<file path="config.mk">
export PLATFORM = sky130hd
export DESIGN_NAME = pc_source_sequencer
export DESIGN_NICKNAME = d
export VERILOG_FILES = /design/src/rtl/pc_seq_pkg.sv /design/src/rtl/pc_source_sequencer_branch_resolve.sv /design/src/rtl/pc_source_sequencer.sv
export SDC_FILE = /design/constraint.sdc
export NUM_CORES = 1
export LEC_CHECK = 0
export CAP_MARGIN = 15
export CORE_MARGIN = 3
export CORE_UTILIZATION = 46
export CTS_CLUSTER_SIZE = 8
export DETAILED_ROUTE_END_ITERATION = 10
export PLACE_DENSITY_LB_ADDON = 0.05
export SYNTH_ARGS = -nofsm -noshare
export SYNTH_HDL_FRONTEND = slang
export SYNTH_SLANG_ARGS = --single-unit
</file>
<file path="constraint.sdc">
create_clock -name clk -period 2.2 [get_ports clk]
set_clock_uncertainty 0.15 [all_clocks]
set_input_delay 0.22 -clock clk [delete_from_list [all_inputs] [get_ports clk]]
set_output_delay 0.22 -clock clk [all_outputs]
set_load 0.03 [all_outputs]
</file>
<file path="src/rtl/pc_seq_pkg.sv">
// pc_seq_pkg: shared types for the next-PC source sequencer.
// Optional branch statistics are built in with PCSEQ_BRANCH_STATS_EN.
package pc_seq_pkg;

  typedef enum logic [2:0] {
    IC_SEQ = 3'd0,
    IC_BEQ = 3'd1,
    IC_BNE = 3'd2,
    IC_BLE = 3'd3,
    IC_BGT = 3'd4,
    IC_J   = 3'd5,
    IC_JR  = 3'd6,
    IC_JAL = 3'd7
  } instr_class_e;

  localparam logic [2:0] PCS_SEQ    = 3'b000;
  localparam logic [2:0] PCS_BRANCH = 3'b001;
  localparam logic [2:0] PCS_JUMP   = 3'b010;
  localparam logic [2:0] PCS_REGA   = 3'b011;
  localparam logic [2:0] PCS_EXCVEC = 3'b100;

  typedef enum logic [2:0] {
    S_IDLE,
    S_DECIDE,
    S_WAIT_FLAGS,
    S_COMMIT,
    S_EXC_EPC,
    S_EXC_READ,
    S_EXC_LOAD
  } state_e;

  localparam logic [1:0] CAUSE_OVF  = 2'd0;
  localparam logic [1:0] CAUSE_OPC  = 2'd1;
  localparam logic [1:0] CAUSE_DIV0 = 2'd2;

  function automatic logic is_branch(input instr_class_e c);
    return c inside {IC_BEQ, IC_BNE, IC_BLE, IC_BGT};
  endfunction

endpackage

</file>
<file path="src/rtl/pc_source_sequencer_branch_resolve.sv">
// branch_resolve: combinational taken decision for conditional branches.
// Non-branch classes always resolve as not taken.
module branch_resolve
  import pc_seq_pkg::*;
(
  input  instr_class_e cls,
  input  logic         zero,
  input  logic         gt,
  output logic         taken
);

  always_comb begin
    taken = 1'b0;
    unique case (cls)
      IC_BEQ:  taken = zero;
      IC_BNE:  taken = ~zero;
      IC_BLE:  taken = ~gt;
      IC_BGT:  taken = gt;
      default: taken = 1'b0;
    endcase
  end

endmodule

</file>
<file path="src/rtl/pc_source_sequencer.sv">
// pc_source_sequencer: decides next-PC source per instruction and
// sequences exception vector loads. Stats: PCSEQ_BRANCH_STATS_EN.
module pc_source_sequencer
  import pc_seq_pkg::*;
#(
  parameter int         MEM_WAIT = 2,
  parameter logic [7:0] VEC_BASE = 8'd253
) (
  input  logic       clk,
  input  logic       reset,
  input  logic       start,
  input  logic [2:0] instr_class,
  input  logic       flags_valid,
  input  logic       zero,
  input  logic       gt,
  input  logic       exc_overflow,
  input  logic       exc_opcode,
  input  logic       exc_div0,
  output logic [2:0] pc_source,
  output logic       pc_write,
  output logic       epc_write,
  output logic [7:0] vec_addr,
  output logic       vec_read,
  output logic       done
`ifdef PCSEQ_BRANCH_STATS_EN
  ,
  output logic [15:0] branch_taken_cnt,
  output logic [15:0] branch_total_cnt
`endif
);

  localparam logic [2:0] WAIT_LAST = 3'(MEM_WAIT - 1);

  state_e       state_q, state_d;
  instr_class_e cls_q;
  logic [2:0]   pcs_q, pcs_d;
  logic [7:0]   vaddr_q, vaddr_d;
  logic [2:0]   wcnt_q, wcnt_d;
  logic [1:0]   cause;
  logic         exc_any;
  logic         taken;

  assign exc_any = exc_overflow | exc_opcode | exc_div0;

  always_comb begin
    cause = CAUSE_DIV0;
    if (exc_overflow)    cause = CAUSE_OVF;
    else if (exc_opcode) cause = CAUSE_OPC;
  end

  branch_resolve u_br (
    .cls   (cls_q),
    .zero  (zero),
    .gt    (gt),
    .taken (taken)
  );

  always_ff @(posedge clk or posedge reset) begin
    if (reset) begin
      state_q <= S_IDLE;
      cls_q   <= IC_SEQ;
      pcs_q   <= PCS_SEQ;
      vaddr_q <= '0;
      wcnt_q  <= '0;
    end else begin
      state_q <= state_d;
      pcs_q   <= pcs_d;
      vaddr_q <= vaddr_d;
      wcnt_q  <= wcnt_d;
      if (state_q == S_IDLE && start)
        cls_q <= instr_class_e'(instr_class);
    end
  end

  always_comb begin
    state_d   = state_q;
    pcs_d     = pcs_q;
    vaddr_d   = vaddr_q;
    wcnt_d    = wcnt_q;
    pc_write  = 1'b0;
    epc_write = 1'b0;
    vec_read  = 1'b0;
    done      = 1'b0;
    unique case (state_q)
      S_IDLE: begin
        if (start) state_d = S_DECIDE;
      end
      S_DECIDE: begin
        if (exc_any) begin
          state_d = S_EXC_EPC;
          vaddr_d = VEC_BASE + {6'd0, cause};
        end else begin
          unique case (cls_q)
            IC_J, IC_JAL: begin
              pcs_d   = PCS_JUMP;
              state_d = S_COMMIT;
            end
            IC_JR: begin
              pcs_d   = PCS_REGA;
              state_d = S_COMMIT;
            end
            IC_BEQ, IC_BNE, IC_BLE, IC_BGT:
              state_d = S_WAIT_FLAGS;
            default: begin
              pcs_d   = PCS_SEQ;
              state_d = S_COMMIT;
            end
          endcase
        end
      end
      S_WAIT_FLAGS: begin
        if (exc_any) begin
          state_d = S_EXC_EPC;
          vaddr_d = VEC_BASE + {6'd0, cause};
        end else if (flags_valid) begin
          pcs_d   = taken ? PCS_BRANCH : PCS_SEQ;
          state_d = S_COMMIT;
        end
      end
      S_COMMIT: begin
        // a late exception still wins: the PC load is withheld
        if (exc_any) begin
          state_d = S_EXC_EPC;
          vaddr_d = VEC_BASE + {6'd0, cause};
        end else begin
          pc_write = 1'b1;
          done     = 1'b1;
          state_d  = S_IDLE;
        end
      end
      S_EXC_EPC: begin
        epc_write = 1'b1;
        wcnt_d    = '0;
        state_d   = S_EXC_READ;
      end
      S_EXC_READ: begin
        vec_read = 1'b1;
        if (wcnt_q == WAIT_LAST) begin
          pcs_d   = PCS_EXCVEC;
          state_d = S_EXC_LOAD;
        end else begin
          wcnt_d = wcnt_q + 3'd1;
        end
      end
      S_EXC_LOAD: begin
        pc_write = 1'b1;
        done     = 1'b1;
        state_d  = S_IDLE;
      end
      default: state_d = S_IDLE;
    endcase
  end

  assign pc_source = pcs_q;
  assign vec_addr  = vaddr_q;

`ifdef PCSEQ_BRANCH_STATS_EN
  logic br_commit;

  assign br_commit = (state_q == S_COMMIT) && !exc_any && is_branch(cls_q);

  always_ff @(posedge clk or posedge reset) begin
    if (reset) begin
      branch_taken_cnt <= '0;
      branch_total_cnt <= '0;
    end else if (br_commit) begin
      if (branch_total_cnt != 16'hFFFF)
        branch_total_cnt <= branch_total_cnt + 16'd1;
      if (pcs_q == PCS_BRANCH && branch_taken_cnt != 16'hFFFF)
        branch_taken_cnt <= branch_taken_cnt + 16'd1;
    end
  end
`endif

endmodule

</file>
==> flow_summary.yaml <==
floorplan:
  die_h_um: 50.3
  placeableCoreArea_um2: 1780
  die_width_um: 50.3
  placementRows: 15
  die_area_um2: 2530
  initial_utilization: 0.507
  io_pins: 27
clocking:
  htree_levels: 1
  worst_skew_late_latency_ns: 0.28
  clkTransAtPathRegs_ns: 0.10
  numCtsBuffers: 3
  postCtsSetupBuffers: 0
  clockBufferDepth: 2
  holdBufCountCts: 0
  cts.sink_count: 15
  cts_tree: "built"
  cts_root_buffer: "sky130_fd_sc_hd__clkbuf_4"
grt:
  grt_max_degree: 16
  first_pass_grt_wire_length_um: 3210
  groute.usage.overall: 0.163
  antenna_found_initial: 0
  globalRoute.totalOverflow: 0
  number_of_global_route_vias_before_repair: 722
logic_synthesis:
  netlist.top_cell.by_area: "sky130_fd_sc_hd__dfrtp_1"
  postSynth.topFlopCell: "sky130_fd_sc_hd__dfrtp_1"
  ys_seq_elements: 15
  syn-cell-area_um2: 905
  synth_top_cells_by_area: "sky130_fd_sc_hd__dfrtp_1 (41%), sky130_fd_sc_hd__mux2_2 (6.2%), sky130_fd_sc_hd__buf_4 (5.0%), sky130_fd_sc_hd__mux2i_1 (4.4%), sky130_fd_sc_hd__ha_1 (4.1%)"
  syn_nets: 106
  yosysSeqAreaShare: 0.415
  asyncSetResetFlopFracSynth: 1.00
  synthMostInstantiatedCell: "sky130_fd_sc_hd__dfrtp_1"
  post_synth_inst_count: 91
  post-synth-top-area-fraction: 0.415
  synth-edff-count: 0
  synth.lib_cells_used.distinct: 32
  ys_warn_count: 0
  yosys-top-cells-count: "sky130_fd_sc_hd__dfrtp_1 (15), sky130_fd_sc_hd__nor2_1 (9), sky130_fd_sc_hd__nand2_1 (8)"
  postSynthAreaPerCell_um2: 9.94
sta:
  finalWorstPathRequiredPeriod_ns: 2.11
  final_count_of_negative_setup_slack_endpoints: 0
  worst_slew_pin_slew_ns: 0.567
  maxClockFrequency_mhz: 473
  hold_violations: 0
  number_of_max_slew_violations_in_the_final_report: 0
  slew-limit-headroom: 0.622
  totalNegativeSetupSlack_ns: 0
  rsz0062_at_grt: "no"
  final.period_utilization: 0.961
power:
  powerDensity_nw_per_um2: 1450
  vdd_drop_max_mv: 0.790
  p_leak_nw: 0.526
final_layout:
  fillerInstances: 147
  layout-drive-gt1-share: 0.179
  area_of_the_multi_input_gates_um2: 443
  antenna-diode-count: 0
  layout.core_utilization: 0.665
  signed_area_change_from_the_synthesized_netlist_to_the_final_layout_pct: 31.0
  nNetsFinal: 133
  layout.area.seq_um2: 377
detailed_routing:
  routed_wire_length_per_instance_um: 12.1
  post-route-drc-count: 0
  first_pass_iteration_count_of_the_detailed_router: 5
  drt-initial-drc-count: 10
  per_cell_via_count_in_the_routed_design: 5.11
  via_count: 726
  detail-route-antenna-nets: 0
  wirelength_um: 1710
outcome:
  outcome: "finished, final reports clean"
setup_path:
  cp_slowest_stage_delay_ns: 0.67
  worst-r2r-cell-count: 5
  critPathArrivalTime_ns: 1.74
  critical_path.reg2reg.startpoint: "cls_q[1]$_DFFE_PP0P_"
  slowest_cell_on_the_critical_path: "sky130_fd_sc_hd__clkdlybuf4s50_1"
  reg2reg_setup_slack_ns: 0.24
  critical_path.startpoint_type: "flop"
  worst-path-max-fanout: 6
  worst_ep_required_time_ns: 1.83
  worst_r2r_endpoint: "pc_source[0]$_DFFE_PP0P_"
  critical_path_class: "reg -> out"
  timing.critical_path.cells: "nor2b_4, and2_4, clkdlybuf4s50_1"
  worstSetupEndpointType: "output pin"
place:
  place.gp.congestion: 0.863
  place_hpwl_um: 1300
  place.port_buffers: 26
hold_path:
  worst_hold_path_type: "in -> async"
flow_run:
  max-cap-violations: 0
stage by stage:
step / power (W) / std cells / cell area, um^2 / worst slack, ns / hold WS [ns]
final: 0.00172 / 142 / 1180 / 0.0852 / 0.126
after global routing: 0.00187 / 142 / 1180 / 0.0101 / 0.173
after CTS: 0.00174 / 142 / 1180 / 0.0161 / 0.154
after detailed placement: 0.00157 / 138 / 1160 / 0.0994 / 0.325
after global placement: 0.00157 / 138 / 1160 / 0.121 / 0.330
after floorplan: 0.00129 / 91 / 905 / 0.186 / -0.0285
worst max path at each step:
stage / from / endpoint / cells after the start
6_report: state_q[1]$_DFFE_PP0P_ / vec_read / 3
5_1_grt: state_q[1]$_DFFE_PP0P_ / vec_read / 3
4_1_cts: state_q[2]$_DFFE_PP0P_ / vec_read / 2
3_5_place_dp: exc_overflow / pc_source[0]$_DFFE_PP0P_ / 4
3_3_place_gp: exc_overflow / pc_source[0]$_DFFE_PP0P_ / 4
2_1_floorplan: exc_overflow / pc_write / 5
repair_timing:
item,CTS,global route
hold endpoints to repair,0,0
pin swaps,0,0
gates resized for setup,1,1
setup endpoints to repair,1,1
power breakdown:
part	switching, W	internal [W]	total (W)
Sequential	0.000135	0.000404	0.000539
Combinational	0.000542	0.000477	0.00102
Clock	0.0000935	0.0000675	0.000161
Total	0.000771	0.000948	0.00172
final cells by class:
| class | count | share of cell area |
|---|---|---|
| Clock inverter | 1 | 0.00422 |
| Tap cell | 25 | 0.0264 |
| Sequential cell | 15 | 0.318 |
| Inverter | 4 | 0.0127 |
| Clock buffer | 3 | 0.0190 |
| Multi-Input combinational cell | 63 | 0.374 |
| Timing Repair Buffer | 31 | 0.246 |
kinds of logic after synthesis:
family,Yosys count,share of synthesized area
flip-flops,15,0.415
buffers and inverters,13,0.0954
adder cells (fa/ha/maj),3,0.0415
AO/OA/AOI/OAI,15,0.106
multiplexers,11,0.131
XOR/XNOR,1,0.00968
AND/OR/NAND/NOR,33,0.201
flip-flops by register name, summed over array words and instances, names as in the netlist:
name / flops
cls_q: 3
pc_source: 3
state_q: 3
vec_addr: 3
wcnt_q: 3
worst max-delay path: cells and delay by family, from the launching register on:
kind          cells  cell delay (ns)
buf+inv           1             0.67
flops             1             0.46
simple gates      2             0.32
placed cells by master (no fill, tap or decap), types with 2 or more instances in the layout:
master	count
sky130_fd_sc_hd__buf_4	7
sky130_fd_sc_hd__nor3_1	3
sky130_fd_sc_hd__mux2_2	5
sky130_fd_sc_hd__nand2_1	8
sky130_fd_sc_hd__or3_1	2
sky130_fd_sc_hd__mux2_1	2
sky130_fd_sc_hd__a21oi_1	4
sky130_fd_sc_hd__mux2i_1	4
sky130_fd_sc_hd__nor2_1	9
sky130_fd_sc_hd__a31oi_1	2
sky130_fd_sc_hd__inv_1	4
sky130_fd_sc_hd__nor2b_1	3
sky130_fd_sc_hd__ha_1	3
sky130_fd_sc_hd__clkdlybuf4s50_1	23
sky130_fd_sc_hd__clkbuf_4	3
sky130_fd_sc_hd__o21ai_0	3
sky130_fd_sc_hd__dfrtp_1	14
metal layers:
metal,share of wire,GRT usage,up-vias
li1,-,-,363
met1,0.49,0.225,334
met2,0.44,0.246,27
met3,0.062,0.0356,2
met4,0.0047,0.0673,0
met5,0,0,-
No activity file was read; power rests on OpenSTA's default activity.
